### config.mk
export PLATFORM = sky130hd
export DESIGN_NAME = capture_bank_arbiter
export DESIGN_NICKNAME = d
export VERILOG_FILES = /design/src/rtl/capture_pkg.sv /design/src/rtl/capture_bank_arbiter_rr_pick.sv /design/src/rtl/capture_bank_arbiter.sv
export SDC_FILE = /design/constraint.sdc
export NUM_CORES = 1
export LEC_CHECK = 0
export ABC_AREA = 1
export BUFFER_PORTS_ARGS = -buffer_cell sky130_fd_sc_hd__buf_4
export CORE_MARGIN = 2
export CORE_UTILIZATION = 49
export DETAILED_ROUTE_END_ITERATION = 10
export GPL_ROUTABILITY_DRIVEN = 0
export PLACE_DENSITY = 0.95
export SLEW_MARGIN = 20
export SYNTH_ARGS = -nofsm -noshare
export SYNTH_HDL_FRONTEND = slang
export SYNTH_HIERARCHICAL = 1
export SYNTH_SLANG_ARGS = --single-unit
### constraint.sdc
create_clock -name clk -period 5.5 [get_ports clk]
set_clock_uncertainty 0.2 [all_clocks]
set_input_delay 1.1 -clock clk [delete_from_list [all_inputs] [get_ports clk]]
set_output_delay 1.1 -clock clk [all_outputs]
set_load 0.02 [all_outputs]
### src/rtl/capture_pkg.sv
// Shared constants, id-width helper and bank state type for the capture bank controllers.
package capture_pkg;

    localparam int DEFAULT_NREQ = 4;
    localparam int DEFAULT_DW   = 32;

    // Bits needed to encode an index in 0..n-1, never less than one.
    function automatic int idw_for(input int n);
        int w;
        w = 1;
        while ((1 << w) < n) w = w + 1;
        return w;
    endfunction

    typedef enum logic {
        EMPTY = 1'b0,
        FULL  = 1'b1
    } bank_state_t;

endpackage

### src/rtl/capture_bank_arbiter_rr_pick.sv
// Combinational round-robin picker: first asserted request at or after ptr, wrapping at NREQ.
module rr_pick #(
    parameter int NREQ = 4,
    parameter int IDW  = 2
) (
    input  logic [NREQ-1:0] req,
    input  logic [IDW-1:0]  ptr,
    output logic [NREQ-1:0] grant,
    output logic [IDW-1:0]  idx,
    output logic            any
);

    int   cand;
    logic found;

    assign any = |req;

    // ptr is always below NREQ, so a single subtraction gives the modulo.
    always_comb begin
        grant = '0;
        idx   = '0;
        found = 1'b0;
        cand  = 0;
        for (int i = 0; i < NREQ; i++) begin
            cand = int'(ptr) + i;
            if (cand >= NREQ) cand = cand - NREQ;
            if (!found && req[cand]) begin
                found       = 1'b1;
                grant[cand] = 1'b1;
                idx         = IDW'(cand);
            end
        end
    end

endmodule

### src/rtl/capture_bank_arbiter.sv
// Round-robin arbiter sharing one registered capture bank between NREQ requesters,
// presenting the captured word downstream over valid/ready.
module capture_bank_arbiter
    import capture_pkg::*;
#(
    parameter int NREQ = DEFAULT_NREQ,
    parameter int DW   = DEFAULT_DW,
    parameter int IDW  = idw_for(NREQ)
) (
    input  logic             clk,
    input  logic             reset,
    input  logic [NREQ-1:0]  req,
    input  logic [NREQ*DW-1:0] req_data,
    output logic [NREQ-1:0]  ack,
    output logic             out_valid,
    input  logic             out_ready,
    output logic [DW-1:0]    out_data,
    output logic [IDW-1:0]   out_src,
    output logic             busy
);

    logic [DW-1:0]   words [NREQ];
    bank_state_t     state_reg;
    logic [DW-1:0]   out_data_reg;
    logic [IDW-1:0]  out_src_reg;
    logic [IDW-1:0]  ptr_reg;
    logic [IDW-1:0]  ptr_next;
    logic [IDW-1:0]  win;
    logic [NREQ-1:0] grant;
    logic            any_req;
    logic            load;

    genvar gi;
    generate
        for (gi = 0; gi < NREQ; gi++) begin : g_unpack
            assign words[gi] = req_data[gi*DW +: DW];
        end
    endgenerate

    rr_pick #(
        .NREQ (NREQ),
        .IDW  (IDW)
    ) u_pick (
        .req   (req),
        .ptr   (ptr_reg),
        .grant (grant),
        .idx   (win),
        .any   (any_req)
    );

    assign out_valid = (state_reg == FULL);
    assign out_data  = out_data_reg;
    assign out_src   = out_src_reg;
    assign busy      = out_valid | any_req;

    // A consumed word frees the bank in the same cycle, so loads continue without a bubble.
    assign load     = any_req & (~out_valid | out_ready);
    assign ack      = (load & ~reset) ? grant : '0;
    assign ptr_next = (int'(win) == NREQ - 1) ? '0 : win + 1'b1;

    always_ff @(posedge clk) begin
        if (reset) begin
            state_reg    <= EMPTY;
            out_data_reg <= '0;
            out_src_reg  <= '0;
            ptr_reg      <= '0;
        end else if (load) begin
            state_reg    <= FULL;
            out_data_reg <= words[win];
            out_src_reg  <= win;
            ptr_reg      <= ptr_next;
        end else if (out_valid && out_ready) begin
            state_reg    <= EMPTY;
        end
    end

endmodule

# Word level (Yosys, flattened, before mapping)
# Cells that the tools add are included.
# totals
reg_bits	37
input_bits	135
# classes
n_addsub	8
magnitude_cmp	13
eq_ne	1
muxes	42
bitwise_logic	10
reduce_logical	13
# op_table
op	count
32-bit 2-to-1 mux	6
32-bit by 1-bit >= comparator with 1-bit output (second input constant)	4
32-bit by 4-bit < comparator with 1-bit output (second input constant)	4
32-bit by 4-bit >= comparator with 1-bit output (second input constant)	3
32-bit by 4-bit subtractor with 32-bit output (second input constant)	3
32-bit binary-select mux with 2-bit select	1
4-bit 2-to-1 mux	5
1-bit 2-to-1 mux	17
4-bit OR	3
2-bit 2-to-1 mux	5
1-bit binary-select mux with 2-bit select	4
1-bit demux with 2-bit select	4
1-bit logical AND	8
2-bit by 2-bit adder with 3-bit output (second input constant)	2
4-bit OR reduction	1
2-bit by 3-bit subtractor with 4-bit output (second input constant)	1
2-bit by 1-bit adder with 3-bit output (second input constant)	1
2-bit by 3-bit >= comparator with 1-bit output (second input constant)	1
3-bit >= comparator (second input constant)	1
1-bit logical NOT	3
2-bit inverter with 3-bit output	1
2-bit by 1-bit adder with 2-bit output (second input constant)	1
1-bit AND	2
2-bit by 1-bit equality test with 1-bit output (second input constant)	1
other kinds (3)	5

# Depth between registers and ports, before layout
# Gate-level depths: netlist of run 1.
# logic_depth
word_depth	19
ltp_mapped	17
mapped_depth_nobuf	15

# By module
# Netlist of run 1, hierarchy kept.
# modules_own_cells
mod	n_inst	cells_each	area_per_inst_um2
capture_bank_arbiter	1	455	2514.9
rr_pick	1	86	571.8

# Worst setup path before layout of run 1
# Ideal clock, no wire load.
# synth_timing
path_type	input-to-output
from	input port req[3]
to	output port ack[0]
arrival_time_ns	2.092
t_required_ns	4.200
slack_ns	2.108
cell_stages	9
path_buffers	0
path_cell_list	inv_1 > nand2_1 > nand3_4 > nand2_8 > nor2_8 > nand3_1 > nand3_1 > inv_1 > nor2_1
# synth_between
elab_chain_len	14
elab_cells_between_ends	32
cone_classes	mux (20); bitwise (5); reduce/logical (7)
# synth_rtl
item	line	text
start: declaration	capture_bank_arbiter.sv:12	input logic [NREQ-1:0] req,
1-bit binary-select mux with 2-bit select	capture_bank_arbiter_rr_pick.sv:27	if (!found && req[cand]) begin
1-bit 2-to-1 mux (implied by the code) (2 in a row)	capture_bank_arbiter_rr_pick.sv:27	
1-bit 2-to-1 mux	capture_bank_arbiter_rr_pick.sv:27	
1-bit logical NOT	capture_bank_arbiter_rr_pick.sv:27	
1-bit logical AND	capture_bank_arbiter_rr_pick.sv:27	
1-bit 2-to-1 mux	capture_bank_arbiter_rr_pick.sv:27	
1-bit logical NOT	capture_bank_arbiter_rr_pick.sv:27	
1-bit logical AND	capture_bank_arbiter_rr_pick.sv:27	
1-bit 2-to-1 mux	capture_bank_arbiter_rr_pick.sv:27	
1-bit logical NOT	capture_bank_arbiter_rr_pick.sv:27	
1-bit logical AND	capture_bank_arbiter_rr_pick.sv:27	
4-bit 2-to-1 mux *	capture_bank_arbiter_rr_pick.sv:27	
named net grant[0]	capture_bank_arbiter.sv:29	logic [NREQ-1:0] grant;
4-bit 2-to-1 mux *	capture_bank_arbiter.sv:58	assign ack = (load & ~reset) ? grant : '0;
end: declaration	capture_bank_arbiter.sv:14	output logic [NREQ-1:0] ack,
# The timed path passes the listed nets; every way through them passes the cells marked *. The select of a mux whose other input is x is not followed.

# Worst setup path in the final report of run 1
# layout_timing
from	input port reset
to	output port ack[2]
# layout_between
elab_chain_len	3
# layout_rtl
item	line	text
start: declaration	capture_bank_arbiter.sv:11	input logic reset,
1-bit inverter	capture_bank_arbiter.sv:58	
1-bit AND	capture_bank_arbiter.sv:58	
4-bit 2-to-1 mux	capture_bank_arbiter.sv:58	
# No other way between the ends.

==> impl_summary.txt, run 1 <==
----------------------------------------------------
[Synth]
  Count of flip-flops with a built-in enable after synthesis ... 0
  Most area-consuming cells after synthesis ... sky130_fd_sc_hd__nand2_1 (29%), sky130_fd_sc_hd__dfxtp_1 (24%), sky130_fd_sc_hd__nand3_1 (14%)
  Synth area leader ... sky130_fd_sc_hd__nand2_1
  Sequential-to-total area share from yosys stat ... 24.0%
  Compound-cell area share of the yosys netlist ... 8.11%
  Portion of netlist area occupied by mux cells ... 0%
  Xor and xnor area share after synthesis ... 0%
  Number of distinct standard cells referenced by the synthesized netlist ... 26
  Synthesized instance count ... 541
  Yosys Warn Count ... 6
  Synthesized-area fraction occupied by and/or/nand/nor cells ... 50.5%
  Number of synthesized register bits ... 37
  Leading register cell type out of synthesis ... sky130_fd_sc_hd__dfxtp_1
  Largest family of logic cells by synthesized area ... simple AND/OR/NAND/NOR gates
  Synthesized netlist net count ... 685
  Fraction of registers with async set or reset after synthesis ... 0%
  Area share of fa/ha/maj cells after synthesis ... 3.65%
  Ranking of synthesized cells by instance count ... sky130_fd_sc_hd__nand2_1 (242), sky130_fd_sc_hd__nand3_1 (87), sky130_fd_sc_hd__inv_1 (51)
  Fraction of post-synthesis cell area in the top cell type by area ... 29.4%
  Netlist Area Pre-Place ... 3090 um2
  Top-count cell post-synth ... sky130_fd_sc_hd__nand2_1
  Mean cell area of the mapped netlist ... 5.71 um2

[Floorplan]
  Die X-Extent ... 83.4 um
  DIE AREA ... 6950 um2
  Number of top-level design ports ... 175
  Core Box Area ... 5990 um2
  Placement Rows ... 28
  Die H ... 83.4 um
  Starting density of the core ... 51.5%

[STA]
  Final-report setup violation count ... 0
  Max Fclk ... 256 MHz
  Worst rel slew slack ... 30.5%
  Total negative slack for setup checks ... 0 ns
  Hold slack ... 0.298 ns
  Final cycle utilization of the critical path ... 70.9%
  Time the final worst path needs with I/O delays and setup ... 3.90 ns
  Fin. Hold Viols ... 0
  Setup repair after global routing missed its margin ... no
  Max Transition Viols Final ... 0
  Slew at the pin closest to its max-slew limit ... 1.04 ns

[Setup path]
  FF-to-FF path depth ... 14
  Startpoint class of the critical path ... input port
  Critical path type ... in -> out
  Critical Path End Type ... output port
  Critical path data arrival time ... 2.60 ns
  Critical path required time ... 4.20 ns
  Largest driver fanout on the critical path ... 35

[Clock tree]
  Clock root buffer ... sky130_fd_sc_hd__clkbuf_8
  CTS buffer count ... 5
  Number of sinks handled by clock tree synthesis ... 37
  Worst-Skew Late Latency ... 0.28 ns
  Clock buffer depth ... 2
  Depth of the CTS H-tree ... 2
  Hold-fix buffers at CTS ... 0
  Clock Pin Slew Worst Setup and Hold Paths ... 0.07 ns
  PostCTS Resize Cnt ... 0
  Post-CTS setup buffer count ... 0
  CTS tree ... built

[Pwr]
  Total Power Consumption ... 2750 uW
  PwrDens ... 621 nW/um2
  Leakage component of the power ... 0.00248 uW
  VDD IR max ... 0.527 mV

[Detailed routing]
  DRC violation count after routing ... 0
  Average routed wire per standard cell ... 12.6 um
  Initial DRT Pass Iterations ... 5
  Antenna-violating nets left ... 0
  Via count of the routed design ... 3977
  Starting DRC count in detailed routing ... 154
  Total wire length ... 9670 um
  Vias per std cell ... 5.16

[Placed design]
  Detailed placement HPWL ... 7200 um
  Number of port buffers ... 174
  Post-place instance area ... 4330 um2
  Cell count after placement ... 762

[Cells and area]
  Post-layout net count ... 838
  Number of flip-flops in the largest register ... 32
  Final non-filler cell total ... 770
  Layout overhead on the synthesized area ... 43.5%
  Layout cell share with drive strength beyond 1 ... 29.4%
  Diode insertion count for antenna repair ... 0
  Area of all placed cells without fillers ... 4430 um2

[Global routing]
  Wire length of the first global-routing pass ... 15900 um
  Total congestion overflow ... 0
  GRT Resource Usage Total ... 27.1%
  Vias in the first global route ... 3715
  Antenna violations before repair ... 0
  Pin count of the biggest net entering global routing ... 68

[Outcome]
  Outcome ... completed

[Flow run]
  MaxCap Viol Count ... 0

[Worst hold path]
  Hold Path Stages ... 2
  Path category of the worst min-delay check ... reg -> reg

----------------------------------------------------
[routing by layer]
| layer | vias up | GRT usage (%) | wire length [um] |
|---|---|---|---|
| met1 | 1777 | 29.4 | 3710 |
| met5 | - | 0 | 0 |
| met3 | 33 | 7.75 | 795 |
| met2 | 178 | 48.9 | 4860 |
| li1 | 1989 | - | - |
| met4 | 0 | 11.6 | 312 |
[cell type report]
type	instances	area [um2]
multi-input cells	416	1930
flip-flops and latches	37	741
inverters	57	235
fillers	508	1560
clock buffers	7	96.3
clock inverters	1	5.00
well taps	75	93.8
repair buffers	177	1330
[report_power, final]
| group | internal [uW] | switching [uW] |
|---|---|---|
| Combinational | 737 | 1300 |
| Sequential | 408 | 97.7 |
| Clock | 113 | 98.0 |
| Total | 1260 | 1490 |
[layout by cell type (no fill, tap or decap), drive strengths merged]
cell      n
nand2   250
buf     177
nand3    89
inv      55
a21oi    39
dfxtp    37
nor2     18
ha        9
clkbuf    7
o21ai     5
a21boi    4
clkinv    2
or2       1
bufinv    1
nand4     1
[metrics by stage]
step           utilization (%)  setup slack (ns)
6_report                  73.9              1.60
4_1_cts                   73.9              1.59
2_1_floorplan                -              2.11
5_1_grt                   73.9              1.42
3_5_place_dp              72.2              1.62
3_3_place_gp              72.2              1.63
[cell families after synthesis]
logic type | count (synthesis)
flip-flops | 37
AND/OR/NAND/NOR | 359
adder cells (fa/ha/maj) | 9
AO/OA/AOI/OAI | 48
buffers and inverters | 88
[worst max-delay path: stages]
cell and delay, ns:
sky130_fd_sc_hd__buf_4 0.10, sky130_fd_sc_hd__clkinv_1 0.72, sky130_fd_sc_hd__nand2_1 0.42, sky130_fd_sc_hd__nor2_1 0.07, sky130_fd_sc_hd__buf_4 0.16
[worst paths after layout]
kind,endpoint,start,slack [ns]
setup / recovery,ack[2],reset,1.60
hold / removal,out_valid$_SDFFE_PP0P_,out_valid$_SDFFE_PP0P_,0.30
setup reg to reg,out_data[3]$_SDFFE_PP0P_,ptr_reg[0]$_SDFFE_PP0P_,1.80
hold reg to reg,out_valid$_SDFFE_PP0P_,out_valid$_SDFFE_PP0P_,0.30
No activity file was read; power rests on OpenSTA's default activity.
==> run 2: changes to the inputs <==
--- a/config.mk
+++ b/config.mk
@@ -5,13 +5,13 @@
 export SDC_FILE = /design/constraint.sdc
 export NUM_CORES = 1
 export LEC_CHECK = 0
-export ABC_AREA = 1
+export ABC_AREA = 0
 export BUFFER_PORTS_ARGS = -buffer_cell sky130_fd_sc_hd__buf_4
 export CORE_MARGIN = 2
-export CORE_UTILIZATION = 49
+export CORE_UTILIZATION = 41
 export DETAILED_ROUTE_END_ITERATION = 10
 export GPL_ROUTABILITY_DRIVEN = 0
-export PLACE_DENSITY = 0.95
+export PLACE_DENSITY = 0.9
 export SLEW_MARGIN = 20
 export SYNTH_ARGS = -nofsm -noshare
 export SYNTH_HDL_FRONTEND = slang
==> constraint.sdc (replaced) <==
create_clock -name clk -period 3.9 [get_ports clk]
set_clock_uncertainty 0.2 [all_clocks]
set_input_delay 0.78 -clock clk [delete_from_list [all_inputs] [get_ports clk]]
set_output_delay 0.78 -clock clk [all_outputs]
set_load 0.02 [all_outputs]
==> impl_summary.txt, run 2 <==
----------------------------------------------------
[Placed design]
  Number of port buffers ... 174
  Detailed placement HPWL ... 6530 um

[Floorplan]
  Starting density of the core ... 42.1%
  Die X-Extent ... 81.5 um
  Die H ... 81.5 um
  DIE AREA ... 6640 um2
  Core Box Area ... 5850 um2
  Number of top-level design ports ... 175
  Placement Rows ... 28

[Synth]
  Synthesized netlist net count ... 334
  Yosys Warn Count ... 6
  Sequential-to-total area share from yosys stat ... 30.1%
  Most area-consuming cells after synthesis ... sky130_fd_sc_hd__mux4_2 (32%), sky130_fd_sc_hd__dfxtp_1 (30%), sky130_fd_sc_hd__a22o_1 (12%)
  Number of synthesized register bits ... 37
  Ranking of synthesized cells by instance count ... sky130_fd_sc_hd__dfxtp_1 (37), sky130_fd_sc_hd__mux4_2 (35), sky130_fd_sc_hd__a22o_1 (33)
  Mean cell area of the mapped netlist ... 13.0 um2
  Top-count cell post-synth ... sky130_fd_sc_hd__dfxtp_1
  Count of flip-flops with a built-in enable after synthesis ... 0
  Number of distinct standard cells referenced by the synthesized netlist ... 35
  Fraction of post-synthesis cell area in the top cell type by area ... 32.0%
  Synthesized instance count ... 190
  Netlist Area Pre-Place ... 2460 um2
  Fraction of registers with async set or reset after synthesis ... 0%
  Leading register cell type out of synthesis ... sky130_fd_sc_hd__dfxtp_1
  Synth area leader ... sky130_fd_sc_hd__mux4_2

[Setup path]
  Startpoint class of the critical path ... input port
  Critical path type ... in -> out
  Crit path from ... req[1]
  Critical Path End Type ... output port
  Largest driver fanout on the critical path ... 8
  Worst setup path endpoint ... ack[0]
  R2R Setup Slk ... 0.55 ns
  Startpoint of the most critical register-to-register path ... ptr_reg[0]$_SDFFE_PP0P_
  RR Endpoint ... out_data[29]$_SDFFE_PP0P_
  Critical path required time ... 2.92 ns
  FF-to-FF path depth ... 9
  Critical path data arrival time ... 2.47 ns

[Clock tree]
  Clock buffer depth ... 2
  CTS tree ... built
  CTS buffer count ... 5
  Clock Pin Slew Worst Setup and Hold Paths ... 0.08 ns
  PostCTS Resize Cnt ... 0
  Post-CTS setup buffer count ... 0
  Worst-Skew Late Latency ... 0.28 ns
  Clock root buffer ... sky130_fd_sc_hd__clkbuf_8
  Depth of the CTS H-tree ... 2
  Hold-fix buffers at CTS ... 0
  Number of sinks handled by clock tree synthesis ... 37

[Detailed routing]
  Total wire length ... 8100 um
  Initial DRT Pass Iterations ... 4
  Antenna-violating nets left ... 0
  Via count of the routed design ... 2447
  Starting DRC count in detailed routing ... 59
  Vias per std cell ... 5.59
  DRC violation count after routing ... 0
  Average routed wire per standard cell ... 18.5 um

[Flow run]
  MaxCap Viol Count ... 0

[STA]
  Fin. Hold Viols ... 0
  Worst rel slew slack ... 43.0%
  Slew at the pin closest to its max-slew limit ... 0.853 ns
  Setup repair after global routing missed its margin ... no
  Time the final worst path needs with I/O delays and setup ... 3.45 ns
  Max Transition Viols Final ... 0
  Total negative slack for setup checks ... 0 ns
  Final cycle utilization of the critical path ... 88.5%
  Final-report setup violation count ... 0
  Hold slack ... 0.280 ns
  Max Fclk ... 290 MHz

[Global routing]
  Global-route met3 utilization ... 5.93%
  Most used routing layer in global routing ... met2
  Wire length of the first global-routing pass ... 11900 um
  GRT Resource Usage Total ... 23.6%
  Vias in the first global route ... 2506
  Antenna violations before repair ... 0
  Pin count of the biggest net entering global routing ... 33
  Met2 track demand over resource in global routing ... 46.0%
  Total congestion overflow ... 0
  Met1 usage ... 25.3%

[Pwr]
  Part of the total power dissipated in the clock network ... 9.9%
  Fraction of power spent switching nets ... 39.9%
  Net switching component of the power ... 1290 uW
  Internal Pwr Total ... 1950 uW
  PwrDens ... 818 nW/um2
  VDD IR max ... 0.467 mV
  Total Power Consumption ... 3240 uW
  Comb pwr share ... 69.9%
  Leakage component of the power ... 0.00181 uW
  Relative contribution of sequential cells to total power ... 20.1%

[Cells and area]
  Fin util ... 67.7%
  Number of flip-flops in the largest register ... 32
  Layout overhead on the synthesized area ... 61.0%
  Layout cell share with drive strength beyond 1 ... 64.7%
  Leading cell type in the layout, fill and taps excluded ... sky130_fd_sc_hd__buf_4
  Post-layout net count ... 507
  Diode insertion count for antenna repair ... 0
  Top library cells by usage in the layout, fill and taps aside ... sky130_fd_sc_hd__buf_4 (182), sky130_fd_sc_hd__dfxtp_1 (37), sky130_fd_sc_hd__mux4_2 (35)

[Outcome]
  Outcome ... completed

[Worst hold path]
  Path category of the worst min-delay check ... reg -> reg

----------------------------------------------------
-- run 2: how the worst min path moves through the flow --
stage	from	to	slack [ns]	cells after the start
after floorplan	out_src[0]$_SDFFE_PP0P_	out_src[0]$_SDFFE_PP0P_	0.35	2
after global placement	out_data[30]$_SDFFE_PP0P_	out_data[30]$_SDFFE_PP0P_	0.26	1
after detailed placement	out_data[31]$_SDFFE_PP0P_	out_data[31]$_SDFFE_PP0P_	0.26	1
after CTS	out_data[31]$_SDFFE_PP0P_	out_data[31]$_SDFFE_PP0P_	0.29	1
after global routing	out_data[24]$_SDFFE_PP0P_	out_data[24]$_SDFFE_PP0P_	0.31	1
final	out_data[1]$_SDFFE_PP0P_	out_data[1]$_SDFFE_PP0P_	0.28	1
-- run 2: per-layer routing --
layer	routed length (um)	up-vias
li1	-	1131
met1	2770	1181
met2	4550	125
met3	680	10
met4	101	0
met5	0	-
-- run 2: through the flow --
step,std cells,setup WS [ns],area (um2)
2_1_floorplan,190,0.486,2460
3_3_place_gp,431,0.391,3860
3_5_place_dp,431,0.277,3860
4_1_cts,438,0.470,3960
5_1_grt,438,0.323,3960
6_report,438,0.450,3960
-- run 2: cell type report --
cell class                      instances  area, um2
Clock inverter                          2       35.0
Inverter                                4       15.0
Fill cell                             456       1890
Tap cell                               75       93.8
Multi-Input combinational cell        132       1620
Clock buffer                            5       68.8
Timing Repair Buffer                  183       1390
Sequential cell                        37        741
-- run 2: power by group through the flow --
stage / Combinational (uW) / Sequential (uW) / Clock, uW
2_1_floorplan: 1430 / 857 / 0
3_3_place_gp: 2200 / 650 / 0
4_1_cts: 2290 / 653 / 327
3_5_place_dp: 2280 / 658 / 0
5_1_grt: 2410 / 678 / 350
6_report: 2270 / 653 / 321
-- run 2: kinds of logic after synthesis --
family                     share of synthesized area [%]
AOI/OAI and AO/OA                                   19.2
muxes                                               33.9
DFF                                                 30.1
and+or+nand+nor                                     6.66
buffers and inverters                               5.59
adders and majority gates                           4.58
-- run 2: worst max-delay path: stages --
cell                       delay [ns]
sky130_fd_sc_hd__buf_4           0.14
sky130_fd_sc_hd__mux4_2          0.52
sky130_fd_sc_hd__nand2b_4        0.18
sky130_fd_sc_hd__nor3_4          0.31
sky130_fd_sc_hd__a22oi_1         0.13
sky130_fd_sc_hd__o21ai_1         0.12
sky130_fd_sc_hd__and2_1          0.14
sky130_fd_sc_hd__buf_4           0.14
